===== config.mk =====
export PLATFORM = sky130hd
export DESIGN_NAME = stopwatch_core
export DESIGN_NICKNAME = d
export VERILOG_FILES = /design/src/rtl/stopwatch_pkg.sv /design/src/rtl/btn_sync_edge.sv /design/src/rtl/stopwatch_core.sv
export SDC_FILE = /design/constraint.sdc
export NUM_CORES = 1
export LEC_CHECK = 0
export ABC_AREA = 0
export CAP_MARGIN = 20
export CORE_MARGIN = 5
export CORE_UTILIZATION = 54
export DETAILED_ROUTE_END_ITERATION = 8
export GPL_TIMING_DRIVEN = 0
export PLACE_DENSITY_LB_ADDON = 0.08
export SYNTH_ARGS = -nofsm -noshare
export SYNTH_HDL_FRONTEND = slang
export SYNTH_SLANG_ARGS = --single-unit
export TNS_END_PERCENT = 10

===== constraint.sdc =====
create_clock -name Clk_100mhz -period 2.2 [get_ports Clk_100mhz]
set_input_delay 0.22 -clock Clk_100mhz [delete_from_list [all_inputs] [get_ports Clk_100mhz]]
set_output_delay 0.22 -clock Clk_100mhz [all_outputs]
set_load 0.02 [all_outputs]

===== src/rtl/stopwatch_pkg.sv =====
// Shared definitions for the stopwatch core: FSM encodings, BCD digit limits
// and the packed mm:ss time word.
package stopwatch_pkg;

  localparam logic [1:0] ST_IDLE  = 2'd0;
  localparam logic [1:0] ST_RUN   = 2'd1;
  localparam logic [1:0] ST_PAUSE = 2'd2;

  localparam logic [3:0] SEC_ONES_MAX = 4'd9;
  localparam logic [3:0] SEC_TENS_MAX = 4'd5;
  localparam logic [3:0] MIN_ONES_MAX = 4'd9;

  typedef struct packed {
    logic [3:0] min_tens;
    logic [3:0] min_ones;
    logic [3:0] sec_tens;
    logic [3:0] sec_ones;
  } bcd_time_t;

  // Next value of one BCD digit; wraps to zero at its maximum.
  function automatic logic [3:0] bcd_next(input logic [3:0] digit, input logic [3:0] max_val);
    return (digit == max_val) ? 4'd0 : digit + 4'd1;
  endfunction

endpackage


===== src/rtl/btn_sync_edge.sv =====
// Button synchroniser plus rising-edge detector; emits one registered
// single-cycle pulse per press regardless of how long the button is held.
module btn_sync_edge #(
  parameter int SYNC_STAGES = 2
) (
  input  logic Clk_100mhz,
  input  logic Rst_n,
  input  logic btn_i,
  output logic pulse_o
);

  logic [SYNC_STAGES-1:0] sync_q;
  logic                   prev_q;
  logic                   pulse_q;

  always_ff @(posedge Clk_100mhz or negedge Rst_n) begin
    if (!Rst_n) begin
      sync_q  <= '0;
      prev_q  <= 1'b0;
      pulse_q <= 1'b0;
    end else begin
      sync_q  <= {sync_q[SYNC_STAGES-2:0], btn_i};
      prev_q  <= sync_q[SYNC_STAGES-1];
      pulse_q <= sync_q[SYNC_STAGES-1] & ~prev_q;
    end
  end

  assign pulse_o = pulse_q;

endmodule


===== src/rtl/stopwatch_core.sv =====
// Stopwatch time-keeping core: start/stop/clear/lap control and a BCD mm:ss
// counter advanced by the 1 Hz tick, with a registered (optionally frozen) display.
module stopwatch_core
  import stopwatch_pkg::*;
#(
  parameter int SYNC_STAGES  = 2,
  parameter int MIN_TENS_MAX = 5
) (
  input  logic       Clk_100mhz,
  input  logic       Rst_n,
  input  logic       Tick_1hz,
  input  logic       Btn_start_stop,
  input  logic       Btn_clear,
  input  logic       Btn_lap,
  output logic [3:0] Sec_ones,
  output logic [3:0] Sec_tens,
  output logic [3:0] Min_ones,
  output logic [3:0] Min_tens,
  output logic       Running,
  output logic       Lap_hold,
  output logic       Overflow
);

  localparam logic [3:0] MIN_TENS_LIM = 4'(MIN_TENS_MAX);

  logic ss_p, clr_p, lap_p;

  btn_sync_edge #(.SYNC_STAGES(SYNC_STAGES)) u_sync_ss (
    .Clk_100mhz(Clk_100mhz), .Rst_n(Rst_n), .btn_i(Btn_start_stop), .pulse_o(ss_p));
  btn_sync_edge #(.SYNC_STAGES(SYNC_STAGES)) u_sync_clr (
    .Clk_100mhz(Clk_100mhz), .Rst_n(Rst_n), .btn_i(Btn_clear), .pulse_o(clr_p));
  btn_sync_edge #(.SYNC_STAGES(SYNC_STAGES)) u_sync_lap (
    .Clk_100mhz(Clk_100mhz), .Rst_n(Rst_n), .btn_i(Btn_lap), .pulse_o(lap_p));

  logic [1:0] state_q, state_d;
  bcd_time_t  cnt_q, cnt_d;
  bcd_time_t  disp_q, disp_d;
  logic       hold_q, hold_d;
  logic       running_q, running_d;
  logic       ovf_q, ovf_d;

  logic adv, so_wrap, st_wrap, mo_wrap, mt_wrap;

  always_comb begin
    adv     = Tick_1hz && (state_q == ST_RUN);
    so_wrap = (cnt_q.sec_ones == SEC_ONES_MAX);
    st_wrap = (cnt_q.sec_tens == SEC_TENS_MAX);
    mo_wrap = (cnt_q.min_ones == MIN_ONES_MAX);
    mt_wrap = (cnt_q.min_tens == MIN_TENS_LIM);

    cnt_d     = cnt_q;
    ovf_d     = 1'b0;
    state_d   = state_q;
    hold_d    = hold_q;
    disp_d    = hold_q ? disp_q : cnt_q;

    // Clear overrides tick, start/stop and lap arriving in the same cycle.
    if (clr_p) begin
      cnt_d   = '0;
      state_d = ST_IDLE;
      hold_d  = 1'b0;
    end else begin
      if (adv) begin
        cnt_d.sec_ones = bcd_next(cnt_q.sec_ones, SEC_ONES_MAX);
        if (so_wrap) begin
          cnt_d.sec_tens = bcd_next(cnt_q.sec_tens, SEC_TENS_MAX);
          if (st_wrap) begin
            cnt_d.min_ones = bcd_next(cnt_q.min_ones, MIN_ONES_MAX);
            if (mo_wrap) begin
              cnt_d.min_tens = bcd_next(cnt_q.min_tens, MIN_TENS_LIM);
              ovf_d          = mt_wrap;
            end
          end
        end
      end

      if (ss_p) begin
        case (state_q)
          ST_IDLE:  state_d = ST_RUN;
          ST_RUN:   state_d = ST_PAUSE;
          ST_PAUSE: state_d = ST_RUN;
          default:  state_d = ST_IDLE;
        endcase
      end

      if (lap_p && (state_q == ST_RUN)) begin
        hold_d = ~hold_q;
      end
    end

    running_d = (state_d == ST_RUN);
  end

  always_ff @(posedge Clk_100mhz or negedge Rst_n) begin
    if (!Rst_n) begin
      state_q   <= ST_IDLE;
      cnt_q     <= '0;
      disp_q    <= '0;
      hold_q    <= 1'b0;
      running_q <= 1'b0;
      ovf_q     <= 1'b0;
    end else begin
      state_q   <= state_d;
      cnt_q     <= cnt_d;
      disp_q    <= disp_d;
      hold_q    <= hold_d;
      running_q <= running_d;
      ovf_q     <= ovf_d;
    end
  end

  assign Sec_ones = disp_q.sec_ones;
  assign Sec_tens = disp_q.sec_tens;
  assign Min_ones = disp_q.min_ones;
  assign Min_tens = disp_q.min_tens;
  assign Running  = running_q;
  assign Lap_hold = hold_q;
  assign Overflow = ovf_q;

endmodule

==> results of run 1 <==
-- worst min-delay path by stage --
stage / endpoint / cells past startpoint
after floorplan: Lap_hold / 0
after global placement: u_sync_ss.sync_q[1] / 0
after detailed placement: Min_ones[3] / 1
after CTS: u_sync_ss.sync_q[0] / 1
after global routing: u_sync_ss.sync_q[0] / 1
final: u_sync_ss.sync_q[1] / 0
-- per-layer routing --
| layer | GRT usage, % | up-vias |
|---|---|---|
| met5 | 0 | - |
| met4 | 6.89 | 0 |
| met3 | 4.29 | 5 |
| met2 | 24.0 | 35 |
| met1 | 19.5 | 696 |
| li1 | - | 649 |
-- cell families after synthesis --
| group | after synthesis | synth area share [%] |
|---|---|---|
| fa+ha+maj | 8 | 4.82 |
| xor+xnor | 2 | 0.843 |
| flops | 49 | 59.0 |
| compound gates | 32 | 12.0 |
| simple gates | 48 | 13.4 |
| mux | 13 | 6.98 |
| buf+inv | 12 | 2.89 |
-- cells in the mapped netlist (all sizes together) (2+ instances only) --
cell / count / area (um2)
dfrtp: 49 / 1230
o41ai: 3 / 26.3
and3b: 4 / 36.3
nor3: 3 / 15.0
buf: 3 / 26.3
nor2: 6 / 25.0
a21o: 3 / 22.5
nand3: 4 / 20.0
o21ai: 16 / 80.1
nor4b: 2 / 17.5
mux2: 12 / 135
a2111oi: 2 / 30.0
nor2b: 5 / 31.3
ha: 8 / 100
inv: 5 / 18.8
clkbuf: 4 / 15.0
nand2: 13 / 48.8
nand3b: 2 / 15.0
-- per-stage QoR --
| step | TNS [ns] | total power [mW] | instance area, um2 | worst slack [ns] |
|---|---|---|---|---|
| after floorplan | 0 | 1.63 | 2080 | 0.602 |
| after global placement | -18.52 | 1.92 | 2380 | -0.380 |
| after detailed placement | 0 | 1.95 | 2390 | 0.455 |
| after CTS | 0 | 2.61 | 2520 | 0.447 |
| after global routing | 0 | 2.72 | 2520 | 0.376 |
| final | 0 | 2.57 | 2520 | 0.434 |
-- power groups by stage --
stage	Clock, mW	Combinational, mW	Sequential, mW
6_report	0.640	0.702	1.23
5_1_grt	0.703	0.766	1.25
3_3_place_gp	0	0.683	1.23
3_5_place_dp	0	0.711	1.24
4_1_cts	0.666	0.716	1.22
2_1_floorplan	0	0.308	1.33
-- registers in the layout (all words and copies together), names as in the netlist, 2 cells and up --
| name | flops |
|---|---|
| Sec_tens | 4 |
| Sec_ones | 4 |
| Min_ones | 4 |
| u_sync_ss.sync_q | 2 |
| u_sync_clr.sync_q | 2 |
| u_sync_lap.sync_q | 2 |
| cnt_q | 16 |
| Min_tens | 4 |
| state_q | 2 |
-- layout make-up --
| type | instances | area share, % |
|---|---|---|
| Inverter | 5 | 0.745 |
| Buffer | 7 | 1.64 |
| Multi-Input combinational cell | 103 | 31.4 |
| Clock buffer | 5 | 2.73 |
| Sequential cell | 49 | 48.7 |
| Tap cell | 48 | 2.38 |
| Timing Repair Buffer | 26 | 10.5 |
| Clock inverter | 3 | 1.84 |
==> results.cfg, run 1 <==
[sta]
achievable-frequency_mhz = 566
maxSlewHeadroom_pct = 57.2
hold_viol = 0
period_share_pct = 80.3
setup_viol = 0
rsz0062_at_grt = false
finClkSkew_ns = 0.00611
tightest_slew_ns = 0.642
worst_hold_slack_ns = 0.357
fin_crit_ns = 1.77
drv_slew = 0

[power]
netSwitchingFraction_pct = 31.2
p_int_mw = 1.77
max-vdd-ir-drop_uv = 566
p_leak_nw = 1.10
switchingPower_uw = 800
clkPwrFrac_pct = 24.9
p_seq_share_pct = 47.7
p_per_area_nw_per_um2 = 1020
p_comb_share_pct = 27.3

[final_layout]
multi_input_area_um2 = 792
nets = 211
final_cells = 246
drive_gt1_share_pct = 16.7
num-fill-cells = 281
seq_area_um2 = 1230
utilization_pct = 68.3
layout_common_cells = dfrtp_1 (49), clkdlybuf4s50_1 (23), o21ai_0 (16), nand2_1 (13), mux2_2 (12)
antennaDiodeCount = 0
area_growth_pct = 21.2
final_common_cell = dfrtp_1

[critical_path]
crit_type = reg -> reg
r2r-end = cnt_q[14]
path_max_fanout = 8
endpoint_kind = flip-flop
crit_family = compound AO/OA/AOI/OAI gates
cp_cell_sequence = ha_1 > and3b_1 > a41oi_4 > nor4b_1 > a211o_1
timing.rr.start = cnt_q[8]
crit_required_ns = 2.39
path_buf_inv = 0
reg2regPathDepth = 5
critical_path_cell_count = 5
critPathMaxStageDelay_ns = 0.46
worstSetupStartpoint = cnt_q[8]
r2r_slack_ns = 0.43
critPathSlowestCell = dfrtp_1
worst_ep_arrival_time_ns = 1.96
startpoint_type = flip-flop
critical_path.endpoint = cnt_q[14]

[clock_tree]
path_clk_slew_ns = 0.09
clock_path_buffers = 2
clock_latency_ns = 0.30
root_buffer = clkbuf_8
ctsResizeCount = 0
cts_num_sinks = 49
h-tree-depth = 2
postCtsSetupRepairBufs = 0
cts_buffers = 5
cts_tree = done
cts-hold-fix-buffers = 1

[synth]
synth.net_count = 178
synth_top_flop_cell = dfrtp_1
async_reset_ff_share_pct = 100
synth.avg_cell_area_um2 = 12.7
synth_edf_count = 0
yosysSeqAreaShare_pct = 59.0
ys_types = 41
ys.warnings.count = 0
syn_inst = 164
ys_seq_elements = 49
netlist_area_um2 = 2080

[grt]
track_usage_pct = 15.2
grt_pass1_wl_um = 6200
overflow = 0
antenna_found_initial = 0
grt_pass1_vias = 1425
grt_start_max_net_pins = 30

[floorplanning]
die_x_um = 72.0
num_io_pins = 25
rows = 22
die-area_um2 = 5190
coreArea_um2 = 3690
initial_utilization_pct = 56.3
die_h_um = 72.0

[drt]
finalWirelength_um = 3540
route.met2.wl_um = 1710
wl_met1_um = 1640
ant_nets = 0
vias = 1385
first_pass_iters = 4
drc_errors = 0
top_layer_used = met4
drtIter0Drc = 82
via_per_inst = 5.63
dr_wl_met3_um = 153
wire_per_inst_um = 14.4

[placement]
hpwlAfterDp_um = 2500
routabilityCongestion = 0.786
post-place-cells = 237
port-buffer-count = 24

[flow_run]
cap_violations = 0

[worst_hold_path]
worstHoldPathType = reg -> reg
hp-start = u_sync_ss.sync_q[0]

[status]
outcome = complete, no violations
(Power assumes the default switching activity.)
==> run 2, diff against run 1 <==
--- a/config.mk
+++ b/config.mk
@@ -8,7 +8,7 @@
 export ABC_AREA = 0
 export CAP_MARGIN = 20
 export CORE_MARGIN = 5
-export CORE_UTILIZATION = 54
+export CORE_UTILIZATION = 49
 export DETAILED_ROUTE_END_ITERATION = 8
 export GPL_TIMING_DRIVEN = 0
 export PLACE_DENSITY_LB_ADDON = 0.08
==> constraint.sdc (replaced) <==
create_clock -name Clk_100mhz -period 1.5 [get_ports Clk_100mhz]
set_input_delay 0.15 -clock Clk_100mhz [delete_from_list [all_inputs] [get_ports Clk_100mhz]]
set_output_delay 0.15 -clock Clk_100mhz [all_outputs]
set_load 0.02 [all_outputs]
==> run 2 against run 1 <==
The run now ends with negative setup slack left. Design area up 3.2%. Non-clock buffer count up 6. Core utilization down 4.2 points. Combinational power up 65%. Clock-buffer cell count unchanged. First-iteration DRC count down 35%. Total power up 46%. Register-to-register slack worse by 0.66 ns. Wire length up 11%. Maximum frequency up 2.5%. Critical endpoint unchanged. Largest power group unchanged. Highest routed layer unchanged.
==> results.cfg, run 2 (synthesis results as in run 1) <==
[status]
outcome = finished, violations left
violations = negative setup slack

[critical_path]
critPathMaxStageDelay_ns = 0.43
crit_required_ns = 1.70
worst_ep_arrival_time_ns = 1.92
critPathSlowestCell = dfrtp_1
path_max_fanout = 7
endpoint_kind = flip-flop
cp_cell_sequence = ha_4 > and3b_1 > buf_6 > a41oi_4 > nor4b_2 > a211o_1
crit_type = reg -> reg
startpoint_type = flip-flop

[drt]
first_pass_iters = 4
vias = 1398
wire_per_inst_um = 15.4
via_per_inst = 5.50
ant_nets = 0
drtIter0Drc = 53
finalWirelength_um = 3920
drc_errors = 0

[sta]
hold_viol = 0
achievable-frequency_mhz = 581
setup_ws_ns = -0.222
fin_crit_ns = 1.72
period_share_pct = 115
drv_slew = 0
setup_viol = 13
maxSlewHeadroom_pct = 67.4
fin_setup_tns_ns = -1.23
tightest_slew_ns = 0.490
finClkSkew_ns = 0.00833
rsz0062_at_grt = true

[floorplanning]
die_h_um = 75.1
coreArea_um2 = 4060
die-area_um2 = 5640
rows = 23
die_x_um = 75.1
initial_utilization_pct = 51.2
num_io_pins = 25

[final_layout]
nets = 217
layout_common_cells = dfrtp_1 (47), clkdlybuf4s50_1 (22), mux2_2 (12), nand2_1 (12), o21ai_0 (10)
antennaDiodeCount = 0
drive_gt1_share_pct = 27.0
final_common_cell = dfrtp_1
regMostFlops = cnt_q
largest_register_ffs = 16
area_growth_pct = 25.0
utilization_pct = 64.0

[placement]
port-buffer-count = 24
routabilityCongestion = 0.778
hpwlAfterDp_um = 2730

[clock_tree]
cts_buffers = 5
root_buffer = clkbuf_8
cts_num_sinks = 49
clock_latency_ns = 0.31
path_clk_slew_ns = 0.10
clock_path_buffers = 2
cts_tree = done
h-tree-depth = 2

[grt]
track_usage_pct = 16.2
overflow = 0
grt_pass1_wl_um = 6770
grt_start_max_net_pins = 35
antenna_found_initial = 0
grt_pass1_vias = 1416

[power]
max-vdd-ir-drop_uv = 794
p_per_area_nw_per_um2 = 1450
p_leak_nw = 1.14

[flow_run]
cap_violations = 0

[worst_hold_path]
worstHoldPathType = in -> reg
run 2: cell types whose count changed in the layout (fill, tap and decap cells not counted), moves of 3 or more:
cell     before  now
buf_4         2    6
o21ai_0      16   10
o21ai_1       0    4
inv_1         5    2
inv_2         0    3
run 2: stage by stage:
stage | hold slack [ns] | area, um2 | power (mW) | setup WS, ns | instances
2_1_floorplan | -0.146 | 2080 | 2.40 | -0.0983 | 164
3_3_place_gp | 0.341 | 2380 | 2.81 | -1.03 | 238
3_5_place_dp | 0.0878 | 2400 | 2.87 | -0.279 | 239
4_1_cts | 0.261 | 2550 | 3.77 | -0.188 | 252
5_1_grt | 0.253 | 2600 | 4.01 | -0.284 | 254
6_report | 0.271 | 2600 | 3.76 | -0.222 | 254
run 2: final timing paths:
kind	startpoint	end	slack [ns]	depth (start not counted)
max	cnt_q[0]	cnt_q[14]	-0.22	6
min	Btn_clear	u_sync_clr.sync_q[0]	0.27	1
max reg2reg	cnt_q[0]	cnt_q[14]	-0.22	6
min reg2reg	u_sync_ss.sync_q[0]	u_sync_ss.sync_q[1]	0.37	0
max in group asynchronous	Rst_n	cnt_q[9]	0.70	3
min in group asynchronous	Rst_n	Running	0.29	2
run 2: report_power, final:
group	leakage [nW]	internal, mW	switching (mW)	total (mW)
registers	0.609	1.58	0.208	1.79
logic	0.483	0.583	0.580	1.16
clock network	0.0452	0.340	0.468	0.808
run 2: critical path: cells and delay by family, from the launching register on:
family	cells	cell delay, ns
compound gates	2	0.60
buf+inv	1	0.14
simple gates	2	0.27
flops	1	0.43
fa+ha+maj	1	0.17
run 2: timing repair:
action                                  4_1_cts  5_1_grt
pin swaps                                     3        6
endpoints found under the setup margin       18       27
setup buffers                                 4        2
gates resized for setup                      11       16
hold buffers                                  1        0
endpoints found under the hold margin        15        0
cloned                                        0        0
run 2: final cells by class:
class                           instances  area, um2
Fill cell                             315       1460
Sequential cell                        49       1230
Multi-Input combinational cell        103        835
Timing Repair Buffer                   32        313
Clock buffer                            5       68.8
Tap cell                               50       62.6
Buffer                                  7       47.5
Clock inverter                          3       25.0
Inverter                                5       18.8
run 2: per-layer routing:
| metal | track usage (%) | wire length [um] | vias to the layer above |
|---|---|---|---|
| met1 | 20.2 | 1690 | 702 |
| met5 | 0 | 0 | - |
| met3 | 5.07 | 158 | 5 |
| met4 | 5.34 | 59 | 0 |
| li1 | - | - | 663 |
| met2 | 26.8 | 2010 | 28 |
==> run 3, diff against run 2 <==
--- a/config.mk
+++ b/config.mk
@@ -6,12 +6,13 @@
 export NUM_CORES = 1
 export LEC_CHECK = 0
 export ABC_AREA = 0
+export ABC_CLOCK_PERIOD_IN_PS = 1500
 export CAP_MARGIN = 20
 export CORE_MARGIN = 5
 export CORE_UTILIZATION = 49
 export DETAILED_ROUTE_END_ITERATION = 8
 export GPL_TIMING_DRIVEN = 0
-export PLACE_DENSITY_LB_ADDON = 0.08
+export PLACE_DENSITY = 0.74
 export SYNTH_ARGS = -nofsm -noshare
 export SYNTH_HDL_FRONTEND = slang
 export SYNTH_SLANG_ARGS = --single-unit
==> run 3 against run 2 <==
Sequential share of layout area shrank 1.5 points. Critical path type unchanged. Design area grew 3.3%. Total power grew 2.8%. Non-clock buffer count grew 8. Sequential power is essentially flat. Worst hold slack gained 0.010 ns. Wire length grew 7.3%. Clock-buffer cell count grew 2. Core utilization grew 2.1 points. Flip-flop and latch count is the same. Via count grew 2.2%. The run still ends with negative setup slack left. Cell count grew 3.1%. Highest routed layer unchanged.
==> results.cfg, run 3 (synthesis results as in run 1) <==
[status]
outcome = finished, violations left
violations = negative setup slack

[placement]
hpwlAfterDp_um = 2690
port-buffer-count = 24
post-place-ws_ns = -0.255
post-place-cells = 239
routabilityCongestion = 0.799

[sta]
drv_slew = 0
rsz0062_at_grt = true
hold_viol = 0
achievable-frequency_mhz = 614
period_share_pct = 109
setup_viol = 10
maxSlewHeadroom_pct = 57.6
setup_ws_ns = -0.129
tightest_slew_ns = 0.637
finClkSkew_ns = 0.00666
fin_crit_ns = 1.63
worst_hold_slack_ns = 0.281

[critical_path]
cp_cell_sequence = ha_2 > and3b_2 > a41oi_4 > nor4b_2 > a211o_1
path_buf_inv = 0
timing.rr.start = cnt_q[8]
endpoint_kind = flip-flop
path_max_fanout = 5
worst_ep_arrival_time_ns = 1.82
r2r-end = cnt_q[14]
reg2regPathDepth = 5
critPathSlowestCell = dfrtp_2
critPathMaxStageDelay_ns = 0.42
r2r_slack_ns = -0.13
startpoint_type = flip-flop
crit_type = reg -> reg
crit_required_ns = 1.69
crit_family = compound AO/OA/AOI/OAI gates

[floorplanning]
num_io_pins = 25
die-area_um2 = 5640
coreArea_um2 = 4060
initial_utilization_pct = 51.2
die_x_um = 75.1
rows = 23
die_h_um = 75.1

[drt]
via_per_inst = 5.45
finalWirelength_um = 4210
drc_errors = 0
vias = 1429
first_pass_iters = 4
wire_per_inst_um = 16.1
drtIter0Drc = 81
ant_nets = 0

[final_layout]
layout_common_cells = dfrtp_1 (47), clkdlybuf4s50_1 (22), buf_4 (14), nand2_1 (13)
nets = 225
drive_gt1_share_pct = 28.8
regMostFlops = cnt_q
antennaDiodeCount = 0
largest_register_ffs = 16
area_growth_pct = 29.1
utilization_pct = 66.1
final_cells = 262
final_common_cell = dfrtp_1

[power]
p_per_area_nw_per_um2 = 1440
max-vdd-ir-drop_uv = 918
power_mw = 3.86
p_leak_nw = 1.19

[grt]
grt_start_max_net_pins = 29
antenna_found_initial = 0
grt_pass1_wl_um = 7200
grt_pass1_vias = 1541
overflow = 0
track_usage_pct = 17.0

[clock_tree]
cts_tree = done
path_clk_slew_ns = 0.09
cts_num_sinks = 49
clock_path_buffers = 2
clock_latency_ns = 0.30
cts_buffers = 5
root_buffer = clkbuf_8
h-tree-depth = 2

[worst_hold_path]
hp-start = Btn_lap
min_path_cells = 1
worstHoldPathType = in -> reg
whs_endpoint = u_sync_lap.sync_q[0]

[flow_run]
cap_violations = 0
[run 3: stage by stage]
stage / instance area (um2) / TNS [ns]
after floorplan: 2080 / -0.266
after global placement: 2380 / -50.68
after detailed placement: 2400 / -2.07
after CTS: 2600 / -0.499
after global routing: 2680 / -2.12
final: 2680 / -0.702
[run 3: worst max path at each step]
stage | from | to | slack, ns | cells after the start
CTS | cnt_q[1] | cnt_q[14] | -0.1 | 7
detailed placement | cnt_q[4] | cnt_q[14] | -0.26 | 6
floorplan | cnt_q[8] | cnt_q[14] | -0.1 | 5
global placement | Rst_n | Sec_ones[0] | -1.01 | 1
finish | cnt_q[8] | cnt_q[14] | -0.13 | 5
global route | cnt_q[5] | cnt_q[14] | -0.22 | 7
[run 3: layout make-up]
class                           count  area (um2)
Multi-Input combinational cell    103         850
Timing Repair Buffer               40         377
Clock buffer                        7        96.3
Fill cell                         298        1370
Inverter                            5        18.8
Buffer                              7        46.3
Tap cell                           50        62.6
Clock inverter                      1        5.00
Sequential cell                    49        1230
[run 3: per-layer routing]
| layer | vias to the layer above | track usage (%) | wire length (um) |
|---|---|---|---|
| met4 | 0 | 7.91 | 46 |
| li1 | 682 | - | - |
| met2 | 20 | 28.0 | 2200 |
| met5 | - | 0 | 0 |
| met3 | 6 | 4.14 | 132 |
| met1 | 721 | 21.1 | 1830 |
[run 3: power by group]
group | switching, mW | total (mW) | internal [mW]
combinational | 0.614 | 1.24 | 0.622
clock | 0.418 | 0.835 | 0.417
sequential | 0.211 | 1.79 | 1.58
total | 1.24 | 3.86 | 2.62
[run 3: what timing repair did]
item                       CTS  global route
pin swaps                    2             9
cloned                       0             0
resized for setup           11            12
setup endpoints to repair   16            27
hold endpoints to repair    21             0
setup buffers                9             5
hold buffers                 1             0
